==> src/rtl/crossfade_sequencer.sv <==
// Crossfade controller: owns the complementary mixer gains, applies manual button nudges
// and runs timed automatic fades toward a target weight, stepped on sample strobes.
module crossfade_sequencer #(
  parameter int unsigned MAX_WEIGHT    = 31,
  parameter int unsigned CENTER_WEIGHT = 16,
  parameter int unsigned CNT_W         = 16
) (
  input  logic             clock,
  input  logic             reset_n,
  input  logic             ready,
  input  logic             btn_up,
  input  logic             btn_down,
  input  logic             fade_start,
  input  logic [4:0]       fade_target,
  input  logic [CNT_W-1:0] step_interval,
  output logic [4:0]       weight1,
  output logic [4:0]       weight2,
  output logic             busy,
  output logic             done
);

  localparam logic [4:0] MaxW    = 5'(MAX_WEIGHT);
  localparam logic [4:0] CenterW = 5'(CENTER_WEIGHT);

  typedef enum logic [0:0] {StIdle, StFading} state_e;

  state_e           state_q, state_d;
  logic [4:0]       weight1_q, weight1_d;
  logic [4:0]       weight2_q, weight2_d;
  logic [4:0]       target_q, target_d;
  logic [CNT_W-1:0] interval_q, interval_d;
  logic [CNT_W-1:0] cnt_q, cnt_d;
  logic             busy_q, busy_d;
  logic             done_q, done_d;
  logic             old_up_q, old_up_d;
  logic             old_down_q, old_down_d;

  logic             up_edge, down_edge;
  logic [4:0]       inc_weight, dec_weight, step_weight;
  logic [CNT_W-1:0] interval_eff;
  logic             last_strobe;

  assign up_edge   = btn_up & ~old_up_q;
  assign down_edge = btn_down & ~old_down_q;

  assign inc_weight = (weight1_q >= MaxW) ? MaxW : weight1_q + 5'd1;
  assign dec_weight = (weight1_q == 5'd0) ? 5'd0 : weight1_q - 5'd1;

  // While fading the target never equals the current weight, so this always moves one unit.
  assign step_weight = (weight1_q < target_q) ? inc_weight : dec_weight;

  assign interval_eff = (step_interval == '0) ? CNT_W'(1) : step_interval;
  assign last_strobe  = (cnt_q == interval_q - CNT_W'(1));

  always_comb begin
    state_d    = state_q;
    weight1_d  = weight1_q;
    target_d   = target_q;
    interval_d = interval_q;
    cnt_d      = cnt_q;
    done_d     = 1'b0;
    old_up_d   = btn_up;
    old_down_d = btn_down;

    unique case (state_q)
      StIdle: begin
        if (fade_start) begin
          if (fade_target == weight1_q) begin
            done_d = 1'b1;
          end else begin
            target_d   = fade_target;
            interval_d = interval_eff;
            cnt_d      = '0;
            state_d    = StFading;
          end
        end else if (up_edge && !down_edge) begin
          weight1_d = inc_weight;
        end else if (down_edge && !up_edge) begin
          weight1_d = dec_weight;
        end
      end

      StFading: begin
        if (fade_start) begin
          // Retarget wins over a simultaneous abort or step.
          cnt_d = '0;
          if (fade_target == weight1_q) begin
            state_d = StIdle;
            done_d  = 1'b1;
          end else begin
            target_d   = fade_target;
            interval_d = interval_eff;
          end
        end else if (up_edge || down_edge) begin
          // Abort: the edge is consumed and the weight holds.
          state_d = StIdle;
          cnt_d   = '0;
        end else if (ready) begin
          if (last_strobe) begin
            cnt_d     = '0;
            weight1_d = step_weight;
            if (step_weight == target_q) begin
              state_d = StIdle;
              done_d  = 1'b1;
            end
          end else begin
            cnt_d = cnt_q + CNT_W'(1);
          end
        end
      end

      default: state_d = StIdle;
    endcase

    weight2_d = MaxW - weight1_d;
    busy_d    = (state_d == StFading);
  end

  always_ff @(posedge clock) begin
    if (!reset_n) begin
      state_q    <= StIdle;
      weight1_q  <= CenterW;
      weight2_q  <= MaxW - CenterW;
      target_q   <= CenterW;
      interval_q <= CNT_W'(1);
      cnt_q      <= '0;
      busy_q     <= 1'b0;
      done_q     <= 1'b0;
      old_up_q   <= 1'b0;
      old_down_q <= 1'b0;
    end else begin
      state_q    <= state_d;
      weight1_q  <= weight1_d;
      weight2_q  <= weight2_d;
      target_q   <= target_d;
      interval_q <= interval_d;
      cnt_q      <= cnt_d;
      busy_q     <= busy_d;
      done_q     <= done_d;
      old_up_q   <= old_up_d;
      old_down_q <= old_down_d;
    end
  end

  assign weight1 = weight1_q;
  assign weight2 = weight2_q;
  assign busy    = busy_q;
  assign done    = done_q;

endmodule

==> config.mk <==
export PLATFORM = sky130hd
export DESIGN_NAME = crossfade_sequencer
export DESIGN_NICKNAME = d
export VERILOG_FILES = /design/src/rtl/crossfade_sequencer.sv
export SDC_FILE = /design/constraint.sdc
export NUM_CORES = 1
export LEC_CHECK = 0
export ABC_AREA = 1
export CELL_PAD_IN_SITES_DETAIL_PLACEMENT = 2
export CELL_PAD_IN_SITES_GLOBAL_PLACEMENT = 2
export CORE_MARGIN = 4
export CORE_UTILIZATION = 31
export DETAILED_ROUTE_END_ITERATION = 10
export PLACE_DENSITY_LB_ADDON = 0.1
export SETUP_SLACK_MARGIN = 0.4
export SLEW_MARGIN = 30
export SYNTH_ARGS = -nofsm -noshare
export SYNTH_HDL_FRONTEND = slang
export SYNTH_SLANG_ARGS = --single-unit
==> constraint.sdc <==
create_clock -name clock -period 2.6 [get_ports clock]
set_clock_uncertainty 0.2 [all_clocks]
set_input_delay 0.39 -clock clock [delete_from_list [all_inputs] [get_ports clock]]
set_output_delay 0.39 -clock clock [all_outputs]
set_load 0.03 [all_outputs]
==> summary.txt <==
Global routing
  • Number of global-route vias before repair: 4,893
  • GR Util All Layers: 23.3%
  • First-pass GRT wire length: 25.9 mm
  • Initial antenna violation count: 0
  • Largest net degree at the start of global routing: 28
  • Grt total ovfl: 0

Worst setup path
  • CP bufs+invs: 2
  • CP Capture Type: register
  • Delay of the slowest cell on the worst path: 370 ps
  • Flop2flop setup slack: 120 ps
  • Critical path required time: 2640 ps
  • Crit-path cells: inv_2 -> ha_4 -> a21oi_1 -> nand3_4 -> buf_4 -> nand2_1 -> nand3_1 -> nand2_2 -> nand3_2 -> nor2_4 -> nand4_1 -> a21oi_2
  • Crit start category: register
  • CP Max Fanout: 5
  • CP arrival: 2520 ps
  • WS Path Type: register to register
  • Critical path's top delay family: simple AND/OR/NAND/NOR gates
  • Critical path's slowest cell: dfxtp_2

STA
  • Minimum clock period: 2480 ps
  • RSZ-0062 raised after global routing: true
  • Headroom to the max-slew limit: 72.7%
  • Slew Viols, Final: 0
  • Fmax: 404 MHz
  • Tcrit/Tclk final: 95.3%
  • Slew @ Worst Pin: 406 ps
  • Final setup margin: 123 ps
  • Final Hold Viols: 0
  • Setup-failing EPs final: 0
  • Worst hold slack: 307 ps

Detailed routing
  • Routed len/inst: 21.9 µm
  • Residual DRC count: 0
  • Initial drt markers: 168
  • Via count: 4,505
  • First drt pass iteration count: 6
  • Routed WL: 18.4 mm
  • Via density: 5.36
  • Post-route ant nets: 0

Final layout
  • Syn-to-layout area delta: 46.8%
  • Final Instance Area: 5530 µm²
  • Number of diodes: 0
  • Share of layout cells above drive strength 1: 33.9%
  • Layout Nets: 733
  • Non-filler cells, final: 840

Clock tree
  • CTS max path bufs: 2
  • Clock sink total: 51
  • Clk_lat worst skew: 310 ps
  • Cts hold-fix bufs: 0
  • TritonCTS clock tree: done
  • H-tree depth: 2
  • Clock transition at the registers of the reported paths: 70 ps
  • CTS root buf: clkbuf_16
  • CTS buffer count: 5

Power
  • Clock power frac: 23.0%
  • Worst VDD drop: 0.000353 V
  • Sw Ratio: 42.2%
  • Sequential Power Share: 28.1%
  • Leak: 2.32 nW
  • Combinational power share: 48.9%
  • Final Power: 3.28 mW
  • Sw Pwr: 1.39 mW
  • P_int: 1.90 mW
  • PwrDens: 594 nW/µm²

Die
  • Core area: 11,700 µm²
  • Die Area: 14,000 µm²
  • I/O pin cnt: 39
  • Row Count: 39
  • Initial Utilization: 32.3%
  • Die Ht: 118 µm
  • Die Width: 118 µm

Synth
  • Yosys cell types: 44
  • YS warnings: 0
  • Sequential share of the synthesized area: 27.1%
  • Syn_nets: 636
  • Cells after Synth: 599
  • Mapped Avg Cell Area: 6.29 µm²
  • Post-synth EDFFs: 0
  • Yosys reg bits: 51
  • Post-synth top flop: dfxtp_1
  • Fraction of registers with async set/reset: 0%
  • Mapped cell area: 3760 µm²

Place
  • Port Buffers: 38
  • Placed Instances: 791
  • Dpl cell area: 4460 µm²
  • Pre-CTS WS: -59.1 ps
  • Placer Congestion: 0.819
  • Post-DP HPWL: 11.9 mm

Run
  • Max Cap Viol: 0

Status
  • Outcome: finished, final reports clean

Worst hold path
  • Hold Crit Class: primary input to register
cells by family (layout without fill, tap and decap cells):
logic type / count (synthesis) / after routing / share of synthesized area [%]
AO/OA/AOI/OAI: 93 / 93 / 14.2
XOR/XNOR: 21 / 21 / 4.89
AND/OR/NAND/NOR: 330 / 330 / 39.8
flip-flops: 51 / 51 / 27.1
buffers and inverters: 94 / 192 / 10.7
adder cells (fa/ha/maj): 10 / 10 / 3.32
synthesized netlist by cell type (2+ instances only):
master    instances  area share [%]
a21oi_2           2            0.47
clkbuf_1          6            0.60
nand2_2           9             1.5
o211ai_1          2            0.40
a21oi_1          42             5.6
nand2_1         156              16
nand4_1           8             1.3
nand2_4           2            0.60
nand3_1          58             7.7
dfxtp_1          51              27
nor4_1            4            0.66
buf_4             2            0.40
inv_2            10             1.0
buf_2             7            0.93
ha_1             10             3.3
nand3b_1          4            0.80
nor2_1           59             5.9
nor2_2           10             1.7
o21ai_0          33             4.4
inv_1            64             6.4
nor3_1           10             1.3
buf_6             3            0.90
xnor2_1           6             1.4
o21ai_1           2            0.27
nor2_4            4             1.2
xor2_1           15             3.5
a211oi_1          3            0.60
placed cells by master, fill, tap and decap left out, types with 7 or more instances in the layout:
| cell | synthesis | layout |
|---|---|---|
| a21oi_1 | 42 | 35 |
| clkbuf_16 | 0 | 7 |
| ha_4 | 0 | 7 |
| inv_2 | 10 | 12 |
| nand3_2 | 1 | 22 |
| nand2_1 | 156 | 130 |
| buf_6 | 3 | 7 |
| inv_1 | 64 | 56 |
| o21ai_0 | 33 | 29 |
| nand4_1 | 8 | 8 |
| buf_4 | 2 | 59 |
| nor2_1 | 59 | 45 |
| nand3_1 | 58 | 34 |
| dfxtp_1 | 51 | 35 |
| xor2_1 | 15 | 15 |
| clkdlybuf4s50_1 | 0 | 35 |
| a21oi_2 | 2 | 8 |
| dfxtp_2 | 0 | 10 |
| nor2_2 | 10 | 15 |
| nand2_2 | 9 | 32 |
| nor2_4 | 4 | 13 |
per-layer routing:
layer	part of all wire (%)	track usage (%)
met1	40	24.7
met4	4.3	9.38
met5	0	0
met2	54	45.4
met3	2.0	3.58
per-stage QoR:
stage	TNS (ps)	utilization, %
2_1_floorplan	0	-
3_3_place_gp	0	38.2
3_5_place_dp	-253	38.2
4_1_cts	0	43.5
5_1_grt	0	47.4
6_report	0	47.4
worst reg2reg max path, delay by kind of cell, from the launching register on:
kind                       cells  cell delay, ps
adders and majority gates      1             230
AOI/OAI and AO/OA              2             480
and+or+nand+nor                7             900
buffers and inverters          2             240
DFF                            1             370
power by group through the flow:
| stage | Sequential [mW] | Combinational (mW) | Clock [mW] |
|---|---|---|---|
| 2_1_floorplan | 0.970 | 0.587 | 0 |
| 3_3_place_gp | 0.925 | 1.01 | 0 |
| 3_5_place_dp | 0.927 | 1.06 | 0 |
| 4_1_cts | 0.913 | 1.30 | 0.769 |
| 5_1_grt | 0.931 | 1.72 | 0.809 |
| 6_report | 0.923 | 1.61 | 0.756 |
cell type report:
cell class	instances	area, µm²
Timing Repair Buffer	109	1010
Tap cell	143	179
Sequential cell	51	1060
Clock buffer	7	153
Fill cell	1349	6140
Inverter	75	298
Clock inverter	1	7.51
Multi-Input combinational cell	454	2820
sequential cells by signal, summed over array words and instances (netlist names), named ones only:
| register | flops |
|---|---|
| interval_q | 16 |
| target_q | 5 |
| weight2 | 5 |
| old_up_q | 1 |
| busy | 1 |
| old_down_q | 1 |
| done | 1 |
| cnt_q | 16 |
path summary, 6_finish.rpt:
check | startpoint | endpoint | depth (start not counted)
worst max register to register | target_q[4]$_SDFFE_PN1P_ | done$_SDFF_PN0_ | 12
worst max-delay path | target_q[4]$_SDFFE_PN1P_ | done$_SDFF_PN0_ | 12
worst min register to register | cnt_q[1]$_SDFFE_PN0P_ | cnt_q[1]$_SDFFE_PN0P_ | 2
worst min-delay path | fade_target[1] | target_q[1]$_SDFFE_PN0P_ | 3
timing repair:
action                     4_1_cts  5_1_grt
hold endpoints to repair         0        0
cloned                           1        2
buffers inserted                16       22
pin swaps                       21       40
setup endpoints to repair       37       41
resized for setup               92       65
Note: power is estimated with default switching activity, not from simulation.
